[config.mk]
export PLATFORM = sky130hd
export DESIGN_NAME = alu_nibble_sequencer_flat
export DESIGN_NICKNAME = d
export VERILOG_FILES = /design/src/rtl/alu_nibble_sequencer_if.sv /design/src/rtl/alu_nibble_sequencer.sv /design/src/flat_wrapper.sv
export SDC_FILE = /design/constraint.sdc
export NUM_CORES = 1
export LEC_CHECK = 0
export CORE_UTILIZATION = 67
export CTS_CLUSTER_SIZE = 10
export DETAILED_ROUTE_END_ITERATION = 12
export DONT_BUFFER_PORTS = 1
export HOLD_SLACK_MARGIN = 0.03
export PLACE_DENSITY_LB_ADDON = 0.08
export REMOVE_ABC_BUFFERS = 1
export SKIP_CTS_REPAIR_TIMING = 1
export SYNTH_ARGS = -nofsm -noshare
export SYNTH_HDL_FRONTEND = slang
export SYNTH_SLANG_ARGS = --single-unit
[constraint.sdc]
create_clock -name clk -period 3.4 [get_ports clk]
set_input_delay 0.34 -clock clk [delete_from_list [all_inputs] [get_ports clk]]
set_output_delay 0.34 -clock clk [all_outputs]
set_load 0.01 [all_outputs]
[src/rtl/alu_nibble_sequencer_if.sv]
// Request/response bus between the control unit and alu_nibble_sequencer.
// The ovf signal exists only when ALU_SEQ_OVF_EN is defined.
interface alu_nibble_sequencer_if #(
   parameter int WIDTH = 16
);
   logic             start;
   logic [2:0]       op;
   logic [WIDTH-1:0] a;
   logic [WIDTH-1:0] b;
   logic             ready;
   logic             done;
   logic [WIDTH-1:0] r;
   logic             c_out;
   logic             zero;
`ifdef ALU_SEQ_OVF_EN
   logic             ovf;
`endif

`ifdef ALU_SEQ_OVF_EN
   modport master (
      output start, op, a, b,
      input  ready, done, r, c_out, zero, ovf
   );
   modport slave (
      input  start, op, a, b,
      output ready, done, r, c_out, zero, ovf
   );
`else
   modport master (
      output start, op, a, b,
      input  ready, done, r, c_out, zero
   );
   modport slave (
      input  start, op, a, b,
      output ready, done, r, c_out, zero
   );
`endif
endinterface

[src/rtl/alu_nibble_sequencer.sv]
// Drives a shared 4-bit ALU slice one nibble per cycle, rippling the carry.
// Optional signed overflow / signed slt: define ALU_SEQ_OVF_EN.
module alu_nibble_sequencer #(
   parameter int WIDTH = 16
) (
   input  logic                 clk,
   input  logic                 rst_n,
   alu_nibble_sequencer_if.slave bus,
   output logic [3:0]           slice_a,
   output logic [3:0]           slice_b,
   output logic                 slice_ci,
   output logic [2:0]           slice_op,
   input  logic [3:0]           slice_r,
   input  logic                 slice_c_out
);
   localparam int NIBBLES = WIDTH / 4;
   localparam int IW = (NIBBLES > 1) ? $clog2(NIBBLES) : 1;
   localparam logic [IW-1:0] LAST = IW'(NIBBLES - 1);

   localparam logic [2:0] OP_AND = 3'b000;
   localparam logic [2:0] OP_OR  = 3'b001;
   localparam logic [2:0] OP_ADD = 3'b010;
   localparam logic [2:0] OP_SUB = 3'b110;
   localparam logic [2:0] OP_SLT = 3'b111;

   typedef enum logic [1:0] {
      IDLE = 2'd0,
      RUN  = 2'd1,
      DONE = 2'd2
   } state_t;

   state_t           state;
   logic [WIDTH-1:0] a_q;
   logic [WIDTH-1:0] b_q;
   logic [2:0]       op_q;
   logic [IW-1:0]    idx;
   logic             carry;
   logic [WIDTH-1:0] shadow;

   logic [WIDTH-1:0] res_now;
   logic [WIDTH-1:0] pub_r;
   logic             pub_c;
   logic             less;
   logic [3:0]       nib_a;
   logic [3:0]       nib_b;
   logic             is_and;
   logic             is_or;
   logic             is_add;
   logic             is_sub;
   logic             is_slt;
`ifdef ALU_SEQ_OVF_EN
   logic             ovf_now;
   logic             pub_ovf;
`endif

   assign is_and = (op_q == OP_AND);
   assign is_or  = (op_q == OP_OR);
   assign is_add = (op_q == OP_ADD);
   assign is_sub = (op_q == OP_SUB);
   assign is_slt = (op_q == OP_SLT);

   // Select current nibble and merge the slice result into the shadow.
   always_comb begin
      nib_a   = 4'h0;
      nib_b   = 4'h0;
      res_now = shadow;
      for (int i = 0; i < NIBBLES; i++) begin
         if (idx == IW'(i)) begin
            nib_a = a_q[4*i +: 4];
            nib_b = b_q[4*i +: 4];
            res_now[4*i +: 4] = slice_r;
         end
      end
   end

   // Slice drive; everything is quiet outside RUN.
   always_comb begin
      slice_a  = 4'h0;
      slice_b  = 4'h0;
      slice_ci = 1'b0;
      slice_op = 3'b000;
      if (state == RUN) begin
         slice_a  = nib_a;
         slice_b  = nib_b;
         slice_ci = carry;
         unique case (1'b1)
            is_and, is_or,
            is_add, is_sub: slice_op = op_q;
            is_slt:         slice_op = OP_SUB;
            default:        slice_op = 3'b000;
         endcase
      end
   end

   // Final result, carry and overflow as seen on the last RUN edge.
   always_comb begin
`ifdef ALU_SEQ_OVF_EN
      ovf_now = 1'b0;
      if (is_add)
         ovf_now = (a_q[WIDTH-1] == b_q[WIDTH-1]) &
                   (res_now[WIDTH-1] != a_q[WIDTH-1]);
      else if (is_sub || is_slt)
         ovf_now = (a_q[WIDTH-1] != b_q[WIDTH-1]) &
                   (res_now[WIDTH-1] != a_q[WIDTH-1]);
      less    = res_now[WIDTH-1] ^ ovf_now;
      pub_ovf = ovf_now;
`else
      less = ~slice_c_out;
`endif
      pub_r = '0;
      pub_c = 1'b0;
      unique case (1'b1)
         is_and, is_or: pub_r = res_now;
         is_add, is_sub: begin
            pub_r = res_now;
            pub_c = slice_c_out;
         end
         is_slt: begin
            pub_r[0] = less;
            pub_c    = slice_c_out;
         end
         default: begin
            pub_r = '0;
            pub_c = 1'b0;
         end
      endcase
   end

   // Control FSM with registered handshake and result outputs.
   always_ff @(posedge clk) begin
      if (!rst_n) begin
         state     <= IDLE;
         bus.ready <= 1'b1;
         bus.done  <= 1'b0;
         bus.r     <= '0;
         bus.c_out <= 1'b0;
         bus.zero  <= 1'b0;
`ifdef ALU_SEQ_OVF_EN
         bus.ovf   <= 1'b0;
`endif
         a_q       <= '0;
         b_q       <= '0;
         op_q      <= 3'b000;
         idx       <= '0;
         carry     <= 1'b0;
         shadow    <= '0;
      end else begin
         unique case (state)
            IDLE: begin
               bus.done <= 1'b0;
               if (bus.start) begin
                  a_q       <= bus.a;
                  b_q       <= bus.b;
                  op_q      <= bus.op;
                  idx       <= '0;
                  carry     <= (bus.op == OP_SUB) || (bus.op == OP_SLT);
                  bus.ready <= 1'b0;
                  state     <= RUN;
               end
            end
            RUN: begin
               shadow <= res_now;
               carry  <= slice_c_out;
               idx    <= idx + 1'b1;
               if (idx == LAST) begin
                  bus.r     <= pub_r;
                  bus.c_out <= pub_c;
                  bus.zero  <= (pub_r == '0);
`ifdef ALU_SEQ_OVF_EN
                  bus.ovf   <= pub_ovf;
`endif
                  bus.done  <= 1'b1;
                  state     <= DONE;
               end
            end
            DONE: begin
               bus.done  <= 1'b0;
               bus.ready <= 1'b1;
               state     <= IDLE;
            end
            default: state <= IDLE;
         endcase
      end
   end
endmodule
[src/flat_wrapper.sv]
// flat-port wrapper written by rule: the top's interface ports become plain ports
module alu_nibble_sequencer_flat 
#(
   parameter int WIDTH = 16
)
  (clk, rst_n, slice_a, slice_b, slice_ci, slice_op, slice_r, slice_c_out, bus_start, bus_op, bus_a, bus_b, bus_ready, bus_done, bus_r, bus_c_out, bus_zero);
  alu_nibble_sequencer_if #(.WIDTH(WIDTH)) bus_i ();
  input  logic clk;
  input  logic rst_n;
  output logic [3:0] slice_a;
  output logic [3:0] slice_b;
  output logic slice_ci;
  output logic [2:0] slice_op;
  input  logic [3:0] slice_r;
  input  logic slice_c_out;
  input wire logic [$bits(bus_i.start)-1:0] bus_start;
  input wire logic [$bits(bus_i.op)-1:0] bus_op;
  input wire logic [$bits(bus_i.a)-1:0] bus_a;
  input wire logic [$bits(bus_i.b)-1:0] bus_b;
  output wire logic [$bits(bus_i.ready)-1:0] bus_ready;
  output wire logic [$bits(bus_i.done)-1:0] bus_done;
  output wire logic [$bits(bus_i.r)-1:0] bus_r;
  output wire logic [$bits(bus_i.c_out)-1:0] bus_c_out;
  output wire logic [$bits(bus_i.zero)-1:0] bus_zero;
  assign bus_i.start = bus_start;
  assign bus_i.op = bus_op;
  assign bus_i.a = bus_a;
  assign bus_i.b = bus_b;
  assign bus_ready = bus_i.ready;
  assign bus_done = bus_i.done;
  assign bus_r = bus_i.r;
  assign bus_c_out = bus_i.c_out;
  assign bus_zero = bus_i.zero;
  alu_nibble_sequencer #(.WIDTH(WIDTH)) u_core (.clk(clk), .rst_n(rst_n), .bus(bus_i), .slice_a(slice_a), .slice_b(slice_b), .slice_ci(slice_ci), .slice_op(slice_op), .slice_r(slice_r), .slice_c_out(slice_c_out));
endmodule
* After elaboration in Yosys (flattened, before gate mapping)
Cells that the tools add are included.
** Operators by class
- Add/sub/neg operators :: 1
- Muxes and demuxes :: 31
- Bitwise logic cells :: 1
- Equality and inequality tests :: 13
- Reduce and logical (&&, ||, !) cells :: 17
** Operators by type and width (number)
- 4-bit 2-to-1 mux :: 14
- 16-bit zero test :: 1
- 15-bit 2-to-1 mux :: 1
- 3-bit equality test, second input constant :: 4
- 2-bit AND reduction :: 6
- 1-bit case mux with 2 select lines :: 4
- 2-bit case mux with 2 select lines :: 2
- 2-bit equality test, second input constant :: 3
- 2-bit 2-to-1 mux :: 3
- 3-bit case mux with 2 select lines :: 1
- 2-bit nonzero test :: 3
- 1-bit 2-to-1 mux :: 5
- 2-bit by 1-bit equality test with 1-bit output, second input constant :: 2
- 2-bit zero test :: 2
- 4-bit OR reduction :: 1
- 3-bit by 1-bit equality test with 1-bit output, second input constant :: 1
- 3-bit by 2-bit equality test with 1-bit output, second input constant :: 1
- 3-bit zero test :: 1
- 3-bit 2-to-1 mux :: 1
- 3-bit OR reduction :: 1
- 2-bit by 1-bit adder with 2-bit output, second input constant :: 1
- 2-bit by 1-bit != test with 1-bit output, second input constant :: 1
- 2-bit != test, second input constant :: 1
- 2-bit OR reduction :: 1
- 2 further kinds :: 2
** Storage, ports and cells
- Bits in registers :: 76
- Bits of input ports :: 43
- Word-level logic and storage cells :: 75

* Depth between registers and ports, before layout
Gate-level depths: netlist of the first run.
- Depth in word-level cells :: 6
- Depth in mapped cells :: 8

* Least setup slack after synthesis of the first run
OpenSTA, ideal clock, no wires.
- Kind :: register to output
- Start point :: register u_core.idx[0]
- End point :: output port slice_a[0]
- Data arrival time :: 1.554 ns
- Required time :: 3.060 ns
- Stages on the path, launching flop included :: 7
- Buffers on the path :: 2
- Slack :: 1.506 ns
- Path through :: dfxtp_1 -> ha_1 -> buf_2 -> buf_4 -> a221oi_1 -> a211o_1 -> a21oi_1
** Between the ends
- Cells in the longest elaborated chain, start to end :: 6
- Elaborated cells on any way between the ends :: 9
- Classes of those cells :: eq/ne: 3; mux: 5; reduce/logical: 1
** Ends and longest elaborated chain
- from (decl) :: RTL line alu_nibble_sequencer.sv:36 : logic [IW-1:0] idx;
- from (signal assigned) :: RTL line alu_nibble_sequencer.sv:164 : idx <= idx + 1'b1;
- 2-bit zero test :: RTL line alu_nibble_sequencer.sv:68 : if (idx == IW'(i)) begin
- 4-bit 2-to-1 mux (3 in a row) :: RTL line alu_nibble_sequencer.sv:68
- 4-bit 2-to-1 mux (*) :: RTL line alu_nibble_sequencer.sv:68
- 4-bit 2-to-1 mux (*) :: RTL line alu_nibble_sequencer.sv:82 : if (state == RUN) begin
- to (decl) :: RTL line flat_wrapper.sv:10 : output logic [3:0] slice_a;
Every way passes the cells marked *; elsewhere a longest branch is shown, timed or not.

* Final worst setup path of the first run
- Start point :: register u_core.idx[0]
- End point :: output port slice_b[1]
** Between the ends
- Cells in the longest elaborated chain, start to end :: 6
- Elaborated cells on any way between the ends :: 9
- Classes of those cells :: eq/ne: 3; mux: 5; reduce/logical: 1
** Ends and longest elaborated chain
- 2-bit zero test :: RTL line alu_nibble_sequencer.sv:68
- 4-bit 2-to-1 mux (3 in a row) :: RTL line alu_nibble_sequencer.sv:68
- 4-bit 2-to-1 mux (*) :: RTL line alu_nibble_sequencer.sv:68
- 4-bit 2-to-1 mux (*) :: RTL line alu_nibble_sequencer.sv:82
- to (decl) :: RTL line flat_wrapper.sv:11 : output logic [3:0] slice_b;
Marks and branches as above.

==> out/summary.txt, run 1 <==
status - completed
Mapped Area - 3400 um2
Max Buffers Root-to-Sink - 2
share of post-route cells with drive strength above 1 - 5.85%
post-synth top area share - 44.8%
combinational power share - 11.3%
hpwl dp - 4760 um
switching share of power - 26.4%
synthesis-to-layout area growth - 3.02%
via count - 2831
Seq/Total Area, Yosys - 44.8%
htree depth - 3
share of total power in the clock network - 33.5%
Power, Total - 0.00174 W
Top FF cell, synth - dfxtp_1
Leakage - 1.27 nW
Slew HR - 38.3%
IO Count - 75
DRC - 0
Flop pwr share - 55.2%
Detailed Routing Iterations Pass 1 - 5
total clock sinks - 76
Final nets - 454
vias in the first global route - 2490
Tcrit/Tclk final - 79.3%
port bufs - 0
ANT cells - 0
DIE HEIGHT - 73.2 um
Worst Path Required - 3.06 ns
Slew Limit Fails - 0
Internal - 0.00128 W
GRT Total Usage - 28.5%
max-cap violations - 0
Worst-Margin Slew - 0.926 ns
largest net degree at the start of global routing - 47
Final setup viols - 0
Netlist cell types - 40
#FFs+latches synth - 76
Ys Warns - 0
critical path type - reg2out
Startpoint Class - register
Starting Density - 71.0%
routed len/inst - 15.3 um
clock skew - 0.00949 ns
total CTS buffers - 9
Period minus WS final - 2.70 ns
Root Driver - clkbuf_8
Crit Path Max Fanout - 24
Mapped Cells - 427
GRT Residual Overflow - 0
worst ir drop on vdd - 0.377 mV
clk_lat worst skew - 0.35 ns
area leader, netlist - dfxtp_1
most numerous cell in the Yosys netlist - nand2_1
initial antenna violation count - 0
final hold violation count - 0
initial drt markers - 193
CTS tree - yes
Syn Area/Cell - 7.96 um2
CORE AREA - 4790 um2
Via density - 5.94
WP data arrival - 2.36 ns
setup TNS - 0 ns
final antenna-violating net count - 0
RSZ-0062 raised after global routing - no
Setup crit end kind - output pin
number of synthesized flops with an enable pin - 0
power density over the cells - 496 nW/um2
Post-Route WL - 7320 um
Final GP Congestion - 0.739
full die area - 5360 um2
Site Rows - 25
Worst-path clk slew - 0.07 ns
first-pass GRT wire length - 11600 um
die extent in x - 73.2 um
Hold Crit Class - in2reg
Psw - 0.000458 W
asr flop ratio synth - 0%
Max Clk Rate - 371 MHz
top post-synthesis cells by count - nand2_1 (92), dfxtp_1 (76), a21oi_1 (63), nor2_1 (37), buf_2 (17)
top cells by area, synth - dfxtp_1 (45%), nand2_1 (10%), a21oi_1 (9.3%)
[metrics by stage]
step / util (%) / instances / hold WS, ns / worst slack (ns) / cell area, um2
after CTS: 73.1 / 477 / 0.102 / 0.685 / 3500
after detailed placement: 69.9 / 463 / 0.448 / 1.06 / 3340
after global routing: 73.1 / 477 / 0.115 / 0.536 / 3500
after global placement: 69.9 / 463 / 0.438 / 1.12 / 3340
final: 73.1 / 477 / 0.116 / 0.704 / 3500
after floorplan: - / 390 / 0.432 / 1.28 / 3210
[worst max-delay path, cell delays in order, from the launching register on]
cell,delay (ns)
dfxtp_1,0.41
ha_1,0.80
a221oi_1,0.23
a211o_1,0.31
a21oi_1,0.27
[state kept, by name, summed over array words and instances (netlist names)]
register          cells
u_core.a_q           16
u_core.b_q           16
u_core.bus.c_out      1
u_core.bus.done       1
u_core.bus.r         16
u_core.bus.ready      1
u_core.bus.zero       1
u_core.carry          1
u_core.idx            2
u_core.op_q           3
u_core.shadow        16
u_core.state          2
[area by class of cell]
cell class | count | area [um2]
Multi-Input combinational cell | 301 | 1640
Sequential cell | 76 | 1520
Fill cell | 401 | 1290
Clock buffer | 11 | 141
Tap cell | 67 | 83.8
Inverter | 13 | 48.8
Timing Repair Buffer | 6 | 45.0
Clock inverter | 3 | 15.0
[cells by family (layout without fill, tap and decap cells)]
kind of cell / after synthesis / after routing / synth area share (%)
simple gates: 172 / 172 / 22.0
compound gates: 109 / 109 / 20.2
flops: 76 / 76 / 44.8
buf+inv: 50 / 33 / 6.81
mux: 16 / 16 / 4.75
fa+ha+maj: 4 / 4 / 1.47
[final timing paths]
kind,from,to,slack (ns),cells after the start
max,u_core.idx[0]$_SDFFE_PN0P_,slice_b[1],0.70,4
min,rst_n,u_core.state[0]$_SDFFE_PN0P_,0.12,1
max reg2reg,u_core.idx[0]$_SDFFE_PN0P_,u_core.bus.zero$_SDFFE_PN0P_,1.05,5
min reg2reg,u_core.a_q[14]$_SDFFE_PN0P_,u_core.a_q[14]$_SDFFE_PN0P_,0.45,2
[placed cells by master (no fill, tap or decap), types with 2 or more instances in the layout]
master    count
nor2b_1       9
a211oi_1     10
o21ai_0       2
mux2i_1      15
a21oi_1      63
nor2_1       37
clkinv_2      3
inv_1        12
a221oi_1      8
o21bai_1      2
nor3_1       15
dfxtp_1      76
nor3b_1       3
o211ai_1      2
buf_4         6
a22oi_1       6
nand2_1      92
and2_1        2
a211o_1       9
nand2b_1      4
ha_1          4
and3_1        2
clkbuf_8     10
[routing by layer]
layer / track usage (%) / routed length [um] / vias to the layer above
li1: - / - / 1416
met4: 11.8 / 136 / 0
met3: 8.84 / 519 / 12
met2: 42.7 / 3350 / 95
met1: 37.9 / 3310 / 1308
met5: 0 / 0 / -
[power by group through the flow]
stage                     Combinational, W  Clock (W)  Sequential (W)
after floorplan                   0.000152          0        0.000971
final                             0.000195   0.000582        0.000958
after global placement            0.000189          0        0.000976
after detailed placement          0.000195          0        0.000978
after CTS                         0.000196   0.000591        0.000958
after global routing              0.000219   0.000628        0.000962
No activity file was read; power rests on OpenSTA's default activity.
==> run 2, diff against run 1 <==
--- a/config.mk
+++ b/config.mk
@@ -5,7 +5,7 @@
 export SDC_FILE = /design/constraint.sdc
 export NUM_CORES = 1
 export LEC_CHECK = 0
-export CORE_UTILIZATION = 67
+export CORE_UTILIZATION = 56
 export CTS_CLUSTER_SIZE = 10
 export DETAILED_ROUTE_END_ITERATION = 12
 export DONT_BUFFER_PORTS = 1
==> constraint.sdc (replaced) <==
create_clock -name clk -period 2.3 [get_ports clk]
set_input_delay 0.23 -clock clk [delete_from_list [all_inputs] [get_ports clk]]
set_output_delay 0.23 -clock clk [all_outputs]
set_load 0.01 [all_outputs]
==> run 2 against run 1 <==
Net effect:
- worst hold slack worse by 0.097 ns
- power rose by 68%
- global-route usage down 3.9 points
- flip-flop and latch count unchanged
- via count up 5.0%
- sequential share of layout area down 4.8 points
- worst setup slack got worse by 0.57 ns
- critical path depth rose by 1
- first-iteration DRC count down 6.2%
- non-clock buffer count up 34
- sequential power grew 48%
- combinational power grew 78%
- critical path type unchanged
==> out/summary.txt, run 2 (same netlist as run 1, synthesis figures left out) <==
share of post-route cells with drive strength above 1 - 8.52% (+2.7 points)
routed len/inst - 15.4 um (+0.14%)
Setup crit end kind - output pin
vias in the first global route - 2582 (+3.7%)
worst ir drop on vdd - 0.494 mV (+31%)
CORE AREA - 5890 um2 (+23%)
Worst Setup SP - u_core.idx[0]$_SDFFE_PN0P_
Via density - 5.70 (-3.9%)
WP data arrival - 1.94 ns (-0.42 ns)
Worst Path Required - 2.07 ns (-0.99 ns)
r2r startpoint - u_core.idx[0]$_SDFFE_PN0P_
RSZ-0062 raised after global routing - no
initial drt markers - 181 (-6.2%)
DIE HEIGHT - 79.9 um (+9.1%)
Slew Limit Fails - 0 (unchanged)
htree depth - 3 (unchanged)
setup ws final - 0.131 ns (-0.573 ns)
most frequent cells in the layout - nand2_1 (92), dfxtp_1 (75), a21oi_1 (59), nor2_1 (37), dlygate4sd3_1 (28)
Root Driver - clkbuf_8
DRC - 0 (unchanged)
Crit Path Max Fanout - 10 (-58%)
hpwl dp - 4930 um (+3.4%)
initial antenna violation count - 0 (unchanged)
critical path type - reg2out
Max Buffers Root-to-Sink - 2 (unchanged)
total clock sinks - 76 (unchanged)
largest net degree at the start of global routing - 46 (-2.1%)
Worst-path clk slew - 0.07 ns (about the same)
# fillers - 526 (+31%)
power density over the cells - 739 nW/um2 (+49%)
CTS tree - yes
Hold Crit Class - in2reg
Final setup viols - 0 (unchanged)
Startpoint Class - register
Detailed Routing Iterations Pass 1 - 4 (-1)
Starting Density - 57.7% (-13 points)
final antenna-violating net count - 0 (unchanged)
Tcrit/Tclk final - 94.3%
max-cap violations - 0 (unchanged)
Site Rows - 28 (+12%)
IO Count - 75 (unchanged)
port bufs - 0 (unchanged)
die extent in x - 79.9 um (+9.1%)
synthesis-to-layout area growth - 16.0%
Slew HR - 55.1% (+17 points)
GRT Residual Overflow - 0 (unchanged)
via count - 2972 (+5.0%)
Period minus WS final - 2.17 ns
commonest non-fill, non-tap cell in the layout - nand2_1
hold slack - 0.0183 ns (-0.0974 ns)
Worst-Margin Slew - 0.674 ns (-0.252 ns)
clk_lat worst skew - 0.34 ns (about the same)
pre-CTS setup slack - 0.250 ns (-0.814 ns)
full die area - 6380 um2 (+19%)
first-pass GRT wire length - 12100 um (+4.5%)
Final GP Congestion - 0.878 (+19%)
ANT cells - 0 (unchanged)
Post-Route WL - 8000 um (+9.4%)
hold path start - bus_b[7]
Final nets - 488 (+7.5%)
GRT Total Usage - 24.6% (-3.9 points)
status - completed
total CTS buffers - 9 (unchanged)
final hold violation count - 0 (unchanged)
Leakage - 1.45 nW (+14%)
Max Clk Rate - 461 MHz
clock skew - 0.00873 ns (-0.000763 ns)
## run 2: changes by cell type in the layout (fill, tap and decap cells not counted), sizes merged
cell / delta
clkinv: -2
bufinv: +2
buf: +6
dlygate4sd3: +28
clkbuf: +2
## run 2: worst paths after layout
| path | end | slack [ns] | cells past startpoint |
|---|---|---|---|
| max | slice_b[2] | 0.13 | 5 |
| min | u_core.b_q[7]$_SDFFE_PN0P_ | 0.02 | 2 |
| max reg2reg | u_core.bus.zero$_SDFFE_PN0P_ | 0.38 | 6 |
| min reg2reg | u_core.b_q[0]$_SDFFE_PN0P_ | 0.45 | 2 |
## run 2: final cells by class
class                           count  area [um2]  area share [%]
Multi-Input combinational cell    301        1660            42.2
Sequential cell                    76        1520            38.6
Timing Repair Buffer               40         383            9.72
Clock buffer                       13         159            4.03
Tap cell                           75        93.8            2.38
Clock inverter                      3        68.8            1.75
Inverter                           13        48.8            1.24
## run 2: critical path, stage by stage, from the launching register on
cell and delay [ns]:
dfxtp_1 0.41, ha_2 0.32, buf_4 0.22, a221oi_1 0.10, a211o_1 0.29, a21oi_1 0.25
## run 2: layer usage
layer	up-vias	GRT usage (%)	share of wire, %
met1	1388	32.7	46
met4	0	8.93	1.2
li1	1479	-	-
met3	11	6.51	6.2
met2	94	38.1	47
met5	-	0	0
## run 2: where the power goes
part | total, W | switching (W) | internal, W | leakage, nW
combinational | 0.000348 | 0.000196 | 0.000152 | 0.714
sequential | 0.00142 | 0.0000404 | 0.00138 | 0.621
clock | 0.00115 | 0.000472 | 0.000674 | 0.114
total | 0.00291 | 0.000709 | 0.00220 | 1.45
## run 2: stage by stage
stage	std cells	power [W]	setup TNS [ns]	utilization, %	instance area [um2]
2_1_floorplan	390	0.00166	0	-	3210
3_3_place_gp	477	0.00174	0	58.0	3410
3_5_place_dp	477	0.00175	0	58.0	3410
4_1_cts	493	0.00288	-0.981	61.8	3640
5_1_grt	521	0.00303	0	66.9	3940
6_report	521	0.00291	0	66.9	3940
==> run 3, diff against run 2 <==
--- a/config.mk
+++ b/config.mk
@@ -12,6 +12,7 @@
 export HOLD_SLACK_MARGIN = 0.03
 export PLACE_DENSITY_LB_ADDON = 0.08
 export REMOVE_ABC_BUFFERS = 1
+export SETUP_SLACK_MARGIN = 0.4
 export SKIP_CTS_REPAIR_TIMING = 1
 export SYNTH_ARGS = -nofsm -noshare
 export SYNTH_HDL_FRONTEND = slang
==> constraint.sdc (replaced) <==
create_clock -name clk -period 1.75 [get_ports clk]
set_input_delay 0.175 -clock clk [delete_from_list [all_inputs] [get_ports clk]]
set_output_delay 0.175 -clock clk [all_outputs]
set_load 0.01 [all_outputs]
==> run 3 against run 2 <==
Net effect:
- the run now ends with negative setup slack left
- clock-buffer cell count decreased by 1
- sequential power is 33% higher
- critical path depth grew 2
- clock skew increased by 0.0013 ns
- global-route usage up 0.53 points
==> out/summary.txt, run 3 (same netlist as run 1, synthesis figures left out) <==
status - finished with violations
failing checks - negative setup slack
cell area after layout - 5220 um2 (+33%)
Root Driver - clkbuf_8
Startpoint Class - register
final hold violation count - 0 (unchanged)
first-pass GRT wire length - 12300 um (+1.4%)
area occupied by multi-input gates - 2320 um2 (+39%)
Slew Limit Fails - 0 (unchanged)
CORE AREA - 5890 um2 (unchanged)
share of post-route cells with drive strength above 1 - 34.5% (+26 points)
Leakage - 1.91 nW (+32%)
commonest non-fill, non-tap cell in the layout - nand2_1
WP data arrival - 1.78 ns (-0.16 ns)
port bufs - 0 (unchanged)
Final setup viols - 10 (+10)
RSZ-0062 raised after global routing - yes
Final nets - 535 (+9.6%)
GRT Residual Overflow - 0 (unchanged)
Crit Path Max Fanout - 8 (-2)
Post-Route WL - 11900 um (+49%)
clock skew - 0.0100 ns (+0.00130 ns)
Final GP Congestion - 0.783 (-11%)
# fillers - 252 (-52%)
synthesis-to-layout area growth - 53.8%
routed len/inst - 21.0 um (+37%)
htree depth - 3 (unchanged)
Layout Utilization - 88.8% (+22 points)
Worst-Margin Slew - 0.593 ns (-0.0803 ns)
hpwl dp - 5040 um (+2.2%)
share of total power in the clock network - 38.9% (-0.5 points)
GRT Total Usage - 25.1% (+0.53 points)
Worst-path clk slew - 0.08 ns (about the same)
Max Clk Rate - 512 MHz
Internal - 0.00319 W (+45%)
Storage cell area - 1530 um2 (+0.74%)
power density over the cells - 830 nW/um2 (+12%)
largest net degree at the start of global routing - 45 (-2.2%)
Max Buffers Root-to-Sink - 2 (unchanged)
ANT cells - 0 (unchanged)
combinational power share - 17.6% (+5.6 points)
Starting Density - 57.7% (unchanged)
Setup crit end kind - output pin
worst ir drop on vdd - 0.750 mV (+52%)
Detailed Routing Iterations Pass 1 - 4 (unchanged)
max-cap violations - 0 (unchanged)
switching share of power - 26.4% (+2.1 points)
setup ws final - -0.204 ns (-0.335 ns)
via count - 3538 (+19%)
die extent in x - 79.9 um (unchanged)
post-placement cell area - 3550 um2 (+4.0%)
CTS tree - yes
clk_lat worst skew - 0.36 ns (+0.02 ns)
Psw - 0.00115 W (+62%)
Site Rows - 28 (unchanged)
Via density - 6.23 (+9.2%)
initial drt markers - 357 (+97%)
DRC - 0 (unchanged)
initial antenna violation count - 0 (unchanged)
Hold Crit Class - in2reg
Period minus WS final - 1.95 ns
Tcrit/Tclk final - 112%
full die area - 6380 um2 (unchanged)
Power, Total - 0.00434 W (+49%)
Worst Path Required - 1.57 ns (-0.50 ns)
Flop pwr share - 43.5% (-5.2 points)
IO Count - 75 (unchanged)
Slew HR - 60.4% (+5.3 points)
DIE HEIGHT - 79.9 um (unchanged)
most frequent cells in the layout - nand2_1 (85), dfxtp_1 (72), a21oi_1 (42), dlygate4sd3_1 (41), nor2_1 (35)
total clock sinks - 76 (unchanged)
total CTS buffers - 9 (unchanged)
vias in the first global route - 2557 (-0.97%)
critical path type - reg2out
final antenna-violating net count - 0 (unchanged)
[run 3: cell type report]
class	count	share of cell area, %
multi-input cells	302	44.4
flip-flops and latches	76	29.4
repair buffers	86	18.6
clock buffers	12	2.97
clock inverters	4	1.82
well taps	75	1.80
inverters	13	1.03
[run 3: final timing paths]
| check | startpoint | endpoint | slack [ns] | depth (start not counted) |
|---|---|---|---|---|
| worst max-delay path | u_core.idx[1]$_SDFFE_PN0P_ | slice_b[0] | -0.20 | 7 |
| worst min-delay path | rst_n | u_core.bus.zero$_SDFFE_PN0P_ | 0.01 | 2 |
| worst max register to register | u_core.idx[1]$_SDFFE_PN0P_ | u_core.bus.zero$_SDFFE_PN0P_ | -0.11 | 7 |
| worst min register to register | u_core.a_q[8]$_SDFFE_PN0P_ | u_core.a_q[8]$_SDFFE_PN0P_ | 0.45 | 2 |
[run 3: routing by layer]
| layer | vias up | share of wire, % | GRT usage, % |
|---|---|---|---|
| li1 | 1589 | - | - |
| met1 | 1730 | 41 | 34.2 |
| met2 | 184 | 48 | 38.1 |
| met3 | 35 | 8.1 | 7.20 |
| met4 | 0 | 3.1 | 8.04 |
| met5 | - | 0 | 0 |
[run 3: power by group through the flow]
| stage | clock, W | combinational (W) | sequential [W] |
|---|---|---|---|
| finish | 0.00169 | 0.000764 | 0.00189 |
| global route | 0.00178 | 0.000810 | 0.00189 |
| CTS | 0.00167 | 0.000429 | 0.00186 |
| detailed placement | 0 | 0.000427 | 0.00190 |
| global placement | 0 | 0.000419 | 0.00190 |
| floorplan | 0 | 0.000295 | 0.00189 |
[run 3: stage by stage]
stage | setup WS [ns] | instances | TNS [ns] | hold slack [ns]
after global routing | -0.269 | 568 | -2.12 | 0.0210
after detailed placement | -0.0955 | 490 | -0.503 | 0.300
after floorplan | -0.366 | 390 | -5.40 | 0.297
after CTS | -0.428 | 506 | -3.74 | -0.0575
after global placement | -0.0207 | 490 | -0.0207 | 0.298
final | -0.204 | 568 | -1.52 | 0.0109
[run 3: worst max-delay path, cell delays in order (launching register included)]
cell	delay, ns
dfxtp_4	0.39
inv_4	0.05
ha_4	0.18
buf_12	0.16
nor2b_4	0.11
a221oi_2	0.06
a211o_1	0.27
a21oi_2	0.20
